<file path="src/rtl/clkdiv_pkg.sv">
// Shared definitions for the UART clock-divider ratio controller: FSM encoding,
// prescale/ratio constants and default widths.
package clkdiv_pkg;

    localparam int PRESCALE_W_DEF = 6;
    localparam int RATIO_W_DEF    = 8;

    localparam int PSC_32 = 32;
    localparam int PSC_16 = 16;
    localparam int PSC_8  = 8;

    localparam int RATIO_1 = 1;
    localparam int RATIO_2 = 2;
    localparam int RATIO_4 = 4;

    typedef enum logic [2:0] {
        ST_IDLE,
        ST_CHECK,
        ST_WAIT_IDLE,
        ST_DRAIN,
        ST_GATE,
        ST_APPLY
    } state_t;

endpackage

</file>
<file path="src/rtl/clkdiv_ratio_decode.sv">
// Prescale to divide-ratio decoder (32->1, 16->2, 8->4, else invalid).
// Latency: combinational. Backpressure: none.
// Flow: pure function of the request value, no handshake.
module clkdiv_ratio_decode
    import clkdiv_pkg::*;
#(
    parameter int PRESCALE_W = PRESCALE_W_DEF,
    parameter int RATIO_W    = RATIO_W_DEF
) (
    input  logic [PRESCALE_W-1:0] i_prescale,
    output logic [RATIO_W-1:0]    o_ratio,
    output logic                  o_valid
);

    always_comb begin
        o_ratio = '0;
        o_valid = 1'b0;
        if (i_prescale == PRESCALE_W'(PSC_32)) begin
            o_ratio = RATIO_W'(RATIO_1);
            o_valid = 1'b1;
        end else if (i_prescale == PRESCALE_W'(PSC_16)) begin
            o_ratio = RATIO_W'(RATIO_2);
            o_valid = 1'b1;
        end else if (i_prescale == PRESCALE_W'(PSC_8)) begin
            o_ratio = RATIO_W'(RATIO_4);
            o_valid = 1'b1;
        end
    end

endmodule

</file>
<file path="src/rtl/clkdiv_ratio_ctrl.sv">
// Sequences a glitch-safe divide-ratio change: wait UART idle, drain the current
// divided period, gate, load, re-enable. Ack 2 cycles after strobe for invalid/same ratio.
// No backpressure; strobes outside IDLE are dropped unless CLKDIV_CTRL_PENDING_EN is defined.
module clkdiv_ratio_ctrl
    import clkdiv_pkg::*;
#(
    parameter int PRESCALE_W  = PRESCALE_W_DEF,
    parameter int RATIO_W     = RATIO_W_DEF,
    parameter int GATE_CYC    = 2,
    parameter int TIMEOUT_CYC = 255
) (
    input  logic                  CLK,
    input  logic                  RST,
    input  logic [PRESCALE_W-1:0] Prescale,
    input  logic                  Prescale_Valid,
    input  logic                  Tx_Busy,
    input  logic                  Rx_Busy,
    input  logic                  Div_Edge_Tick,
    output logic [RATIO_W-1:0]    Div_Ratio,
    output logic                  Div_En,
    output logic                  Cfg_Ack,
    output logic                  Cfg_Err,
    output logic                  Cfg_Timeout,
    output logic                  Ratio_Update
);

    localparam int CNT_MAX = (TIMEOUT_CYC > GATE_CYC) ? TIMEOUT_CYC : GATE_CYC;
    localparam int CNT_W   = $clog2(CNT_MAX + 1);

    state_t                r_state, w_state_nxt;
    logic [PRESCALE_W-1:0] r_req, w_req_nxt;
    logic [CNT_W-1:0]      r_cnt, w_cnt_nxt;
    logic                  r_to_flag, w_to_flag_nxt;
    logic [RATIO_W-1:0]    r_div_ratio, w_div_ratio_nxt;
    logic                  r_div_en, w_div_en_nxt;
    logic                  r_ack, w_ack_nxt;
    logic                  r_err, w_err_nxt;
    logic                  r_timeout, w_timeout_nxt;
    logic                  r_upd, w_upd_nxt;
    logic [RATIO_W-1:0]    w_dec_ratio;
    logic                  w_dec_vld;
`ifdef CLKDIV_CTRL_PENDING_EN
    logic                  r_pend_vld, w_pend_vld_nxt;
    logic [PRESCALE_W-1:0] r_pend_dat, w_pend_dat_nxt;
`endif

    // r_req only changes in IDLE, so the decode stays valid through APPLY.
    clkdiv_ratio_decode #(
        .PRESCALE_W (PRESCALE_W),
        .RATIO_W    (RATIO_W)
    ) u_decode (
        .i_prescale (r_req),
        .o_ratio    (w_dec_ratio),
        .o_valid    (w_dec_vld)
    );

    always_comb begin
        w_state_nxt     = r_state;
        w_req_nxt       = r_req;
        w_cnt_nxt       = r_cnt;
        w_to_flag_nxt   = r_to_flag;
        w_div_ratio_nxt = r_div_ratio;
        w_div_en_nxt    = r_div_en;
        w_ack_nxt       = 1'b0;
        w_err_nxt       = 1'b0;
        w_timeout_nxt   = 1'b0;
        w_upd_nxt       = 1'b0;
`ifdef CLKDIV_CTRL_PENDING_EN
        w_pend_vld_nxt  = r_pend_vld;
        w_pend_dat_nxt  = r_pend_dat;
`endif
        case (r_state)
            ST_IDLE: begin
                if (Prescale_Valid) begin
                    w_req_nxt   = Prescale;
                    w_state_nxt = ST_CHECK;
`ifdef CLKDIV_CTRL_PENDING_EN
                    w_pend_vld_nxt = 1'b0;
                end else if (r_pend_vld) begin
                    w_req_nxt      = r_pend_dat;
                    w_state_nxt    = ST_CHECK;
                    w_pend_vld_nxt = 1'b0;
`endif
                end
            end
            ST_CHECK: begin
                if (!w_dec_vld) begin
                    w_ack_nxt   = 1'b1;
                    w_err_nxt   = 1'b1;
                    w_state_nxt = ST_IDLE;
                end else if (w_dec_ratio == r_div_ratio) begin
                    w_ack_nxt   = 1'b1;
                    w_state_nxt = ST_IDLE;
                end else begin
                    w_state_nxt = ST_WAIT_IDLE;
                end
            end
            ST_WAIT_IDLE: begin
                if (!(Tx_Busy || Rx_Busy)) begin
                    w_cnt_nxt   = '0;
                    w_state_nxt = ST_DRAIN;
                end
            end
            ST_DRAIN: begin
                // A tick on the timeout cycle still counts as a clean drain.
                if (Div_Edge_Tick) begin
                    w_cnt_nxt    = '0;
                    w_div_en_nxt = 1'b0;
                    w_state_nxt  = ST_GATE;
                end else if (r_cnt == CNT_W'(TIMEOUT_CYC - 1)) begin
                    w_cnt_nxt     = '0;
                    w_div_en_nxt  = 1'b0;
                    w_to_flag_nxt = 1'b1;
                    w_state_nxt   = ST_GATE;
                end else begin
                    w_cnt_nxt = r_cnt + CNT_W'(1);
                end
            end
            ST_GATE: begin
                if (r_cnt == CNT_W'(GATE_CYC - 1)) begin
                    w_div_ratio_nxt = w_dec_ratio;
                    w_upd_nxt       = 1'b1;
                    w_state_nxt     = ST_APPLY;
                end else begin
                    w_cnt_nxt = r_cnt + CNT_W'(1);
                end
            end
            ST_APPLY: begin
                w_div_en_nxt  = 1'b1;
                w_ack_nxt     = 1'b1;
                w_timeout_nxt = r_to_flag;
                w_to_flag_nxt = 1'b0;
                w_state_nxt   = ST_IDLE;
            end
            default: w_state_nxt = ST_IDLE;
        endcase
`ifdef CLKDIV_CTRL_PENDING_EN
        if ((r_state != ST_IDLE) && Prescale_Valid) begin
            w_pend_vld_nxt = 1'b1;
            w_pend_dat_nxt = Prescale;
        end
`endif
    end

    always_ff @(posedge CLK or negedge RST) begin
        if (!RST) begin
            r_state     <= ST_IDLE;
            r_req       <= '0;
            r_cnt       <= '0;
            r_to_flag   <= 1'b0;
            r_div_ratio <= RATIO_W'(RATIO_1);
            r_div_en    <= 1'b1;
            r_ack       <= 1'b0;
            r_err       <= 1'b0;
            r_timeout   <= 1'b0;
            r_upd       <= 1'b0;
`ifdef CLKDIV_CTRL_PENDING_EN
            r_pend_vld  <= 1'b0;
            r_pend_dat  <= '0;
`endif
        end else begin
            r_state     <= w_state_nxt;
            r_req       <= w_req_nxt;
            r_cnt       <= w_cnt_nxt;
            r_to_flag   <= w_to_flag_nxt;
            r_div_ratio <= w_div_ratio_nxt;
            r_div_en    <= w_div_en_nxt;
            r_ack       <= w_ack_nxt;
            r_err       <= w_err_nxt;
            r_timeout   <= w_timeout_nxt;
            r_upd       <= w_upd_nxt;
`ifdef CLKDIV_CTRL_PENDING_EN
            r_pend_vld  <= w_pend_vld_nxt;
            r_pend_dat  <= w_pend_dat_nxt;
`endif
        end
    end

    assign Div_Ratio    = r_div_ratio;
    assign Div_En       = r_div_en;
    assign Cfg_Ack      = r_ack;
    assign Cfg_Err      = r_err;
    assign Cfg_Timeout  = r_timeout;
    assign Ratio_Update = r_upd;

endmodule
</file>
<file path="config.mk">
export PLATFORM = sky130hd
export DESIGN_NAME = clkdiv_ratio_ctrl
export DESIGN_NICKNAME = d
export VERILOG_FILES = /design/src/rtl/clkdiv_pkg.sv /design/src/rtl/clkdiv_ratio_decode.sv /design/src/rtl/clkdiv_ratio_ctrl.sv
export SDC_FILE = /design/constraint.sdc
export NUM_CORES = 1
export LEC_CHECK = 0
export ABC_AREA = 1
export CAP_MARGIN = 25
export CORE_ASPECT_RATIO = 1.2
export CORE_UTILIZATION = 52
export CTS_CLUSTER_SIZE = 28
export DETAILED_ROUTE_END_ITERATION = 16
export GPL_ROUTABILITY_DRIVEN = 1
export PLACE_DENSITY = 0.78
export SYNTH_ARGS = -nofsm -noshare
export SYNTH_HDL_FRONTEND = slang
export SYNTH_SLANG_ARGS = --single-unit
</file>
<file path="constraint.sdc">
create_clock -name CLK -period 2 [get_ports CLK]
set_clock_uncertainty 0.15 [all_clocks]
set_input_delay 0.4 -clock CLK [delete_from_list [all_inputs] [get_ports CLK]]
set_output_delay 0.4 -clock CLK [all_outputs]
set_load 0.005 [all_outputs]
</file>
==> metrics.txt <==
#FFs+latches synth=26; initial core utilization=54.5%; clk_lat worst skew=between 300 and 400 ps; Clk pwr share=15.5%; via density per instance=5.31; die area=approximately 3100 um2; Post-synth top cells=nand2_1 (40), dfrtp_1 (24), inv_1 (22), nor2_1 (19), nand3_1 (18); Total Routing Usage GR=23.8%; multi-input logic area=roughly 730 um2; outcome=finished, final reports clean; fraction of layout cells with a size suffix above 1=12.3%; TritonCTS Buffers=3; final hold vios=0; R2R cell count=5; Synth area leader=dfrtp_1; ys flop type=dfrtp_1; Post-CTS Setup Bufs=0; CP Class=flop to output port; CP cell instances=clkdlybuf4s50_1; first-pass GRT wire length=approximately 5500 um; yosys warns=0; post-synth cell types=29; Area Overhead vs Synth=16.7%; power per cell area=863 nW/um2; RSZ-0062 raised after global routing=false; Async S/R FF share, synth=100%; CP Data Arrival Time=1400 ps; grt total ovfl=0; die height=60.9 um; r2r startpoint=r_cnt[2]$_DFFE_PN0P_; top cell type's share of synthesized area=between 30% and 40%; Cells after Synth=188; Leak Pwr=around 0.89 nW; sw frac=approximately 36%; NetSw=between 0.0005 and 0.0006 W; RR Endpoint=r_cnt[5]$_DFFE_PN0P_; post-cts resize count=0; DP Worst Slack=133 ps; FF/Latch Area=653 um2; Crit. End Element=output port; total power=approximately 0.0015 W; Routed WL=3330 um; WP buf/inv=1; critical path's slowest cell=dfstp_2; drt first pass iters=4; sequential share of the synthesized area=a little over two fifths; H-Tree Depth=1; DRC=0; setup tns final=0 ps; Reg clk slew, reported paths=140 ps; stages on the worst setup path=1; core area=2760 um2; CP Launch Point=Div_Ratio[0]$_DFFE_PN1P_; I/O Pins=25; Layout fillers=between 200 and 300; pin count of the biggest net entering global routing=27; Clock Tree Root=clkbuf_4; final slew viol count=0; Iteration-0 DRC Markers=38; nets@finish=approximately 230; slack of the critical path=roughly 47 ps; Row Count=21; Worst Path Required=~1500 ps; die extent in x=51.1 um; maxcap violations=0; DP HPWL=roughly 2600 um; CP top delay family=flip-flops; initial antenna violation count=0; Post-DRT Antenna Nets=0; GP Congestion=between 0.8 and 0.9; Max Clk Rate=between 500 and 600 MHz; R2R Setup Slk=between 200 and 300 ps; PortBufs=19; CTS Buffer Depth=2; CTS tree=done; Syn Area/Cell=8.00 um2; Pint=0.000973 W; hold buffer count at cts=0; final setup fails=0; Peak VDD IR=475 uV; Final min period=about 2000 ps; Comb pwr share=35.1%; critical path capture point=Div_Ratio[0]; CP max FO=4; n_diodes=0; via count=1,306; Flop pwr share=about half; worst min path class=input port to asynchronous set/reset pin; max incr delay on CP=approximately 580 ps; Post-synth EDFFs=0; dominant cells by area after synthesis=dfrtp_1 (40%), nand2_1 (10%), nand3_1 (6.0%); startpoint types=flop; synthesized cell area=1500 um2; CTS sink count=26; Routed WL per cell=roughly 14 um; period utilization=97.7%; vias in the first global route=roughly 1.2k; count leader, synth=nand2_1
## placed cells by master (no fill, tap or decap), drive strengths merged
master / n
nor3: 4
buf: 2
ha: 3
o21ai: 5
o211ai: 3
nand4: 8
inv: 26
xor2: 4
nor4: 1
a21oi: 8
o21a: 1
nand3: 19
conb: 5
o22ai: 1
mux2: 3
nand2: 44
o21bai: 1
dfrtp: 24
a31oi: 1
dfstp: 2
clkbuf: 4
clkdlybuf4s50: 19
nor2: 24
## per-layer routing
metal / up-vias / GRT usage [%] / wire length, um
met5: - / 0 / 0
met4: 0 / 9.52 / 72
met3: 6 / 2.51 / 94
met2: 31 / 44.9 / 1780
met1: 619 / 27.4 / 1380
li1: 650 / - / -
## kinds of logic (layout without fill, tap and decap cells)
kind of cell	Yosys count	count (layout)	share of synthesized area [%]
DFF	26	26	43.4
and+or+nand+nor	100	100	32.6
muxes	3	3	2.25
buffers and inverters	31	51	8.99
xor gates and xnor gates	4	4	2.33
adders and majority gates	3	3	2.50
other	1	5	0.249
AOI/OAI and AO/OA	20	20	7.65
## worst min path at each step
stage | endpoint | slack, ps | depth (start not counted)
after floorplan | Cfg_Ack$_DFF_PN0_ | -50 | 0
after global placement | Cfg_Timeout$_DFF_PN0_ | 320 | 2
after detailed placement | Div_En$_DFFE_PN1P_ | 340 | 2
after CTS | r_req[2]$_DFFE_PN0P_ | 290 | 2
after global routing | r_req[2]$_DFFE_PN0P_ | 290 | 2
final | Cfg_Ack$_DFF_PN0_ | 280 | 2
## flip-flops by register name, indices dropped and copies added, names as in the netlist
| signal | count |
|---|---|
| r_state | 3 |
| r_to_flag | 1 |
| Cfg_Err | 1 |
| Ratio_Update | 1 |
| Div_Ratio | 3 |
| Cfg_Timeout | 1 |
| r_req | 6 |
| Cfg_Ack | 1 |
| Div_En | 1 |
| r_cnt | 8 |
## metrics by stage
| stage | util, % | hold slack (ps) | instance area, um2 | cells |
|---|---|---|---|---|
| 2_1_floorplan | - | -45.6 | 1520 | 192 |
| 3_3_place_gp | 62.7 | 320 | 1730 | 242 |
| 3_5_place_dp | 62.7 | 341 | 1730 | 242 |
| 4_1_cts | 63.6 | 289 | 1760 | 246 |
| 5_1_grt | 63.6 | 295 | 1760 | 246 |
| 6_report | 63.6 | 280 | 1760 | 246 |
## cell type report
cell class              count  share of cell area, %
inverters                  26                   5.56
repair buffers             21                   11.7
well taps                  34                   2.42
clock buffers               4                   1.50
multi-input cells         135                   41.6
flip-flops and latches     26                   37.2
## power groups by stage
stage | combinational, W | sequential [W] | clock, W
6_report | 0.000533 | 0.000748 | 0.000235
3_3_place_gp | 0.000503 | 0.000752 | 0
5_1_grt | 0.000597 | 0.000765 | 0.000257
4_1_cts | 0.000532 | 0.000747 | 0.000241
2_1_floorplan | 0.000331 | 0.000747 | 0
3_5_place_dp | 0.000529 | 0.000759 | 0
No activity file was read; power rests on OpenSTA's default activity.
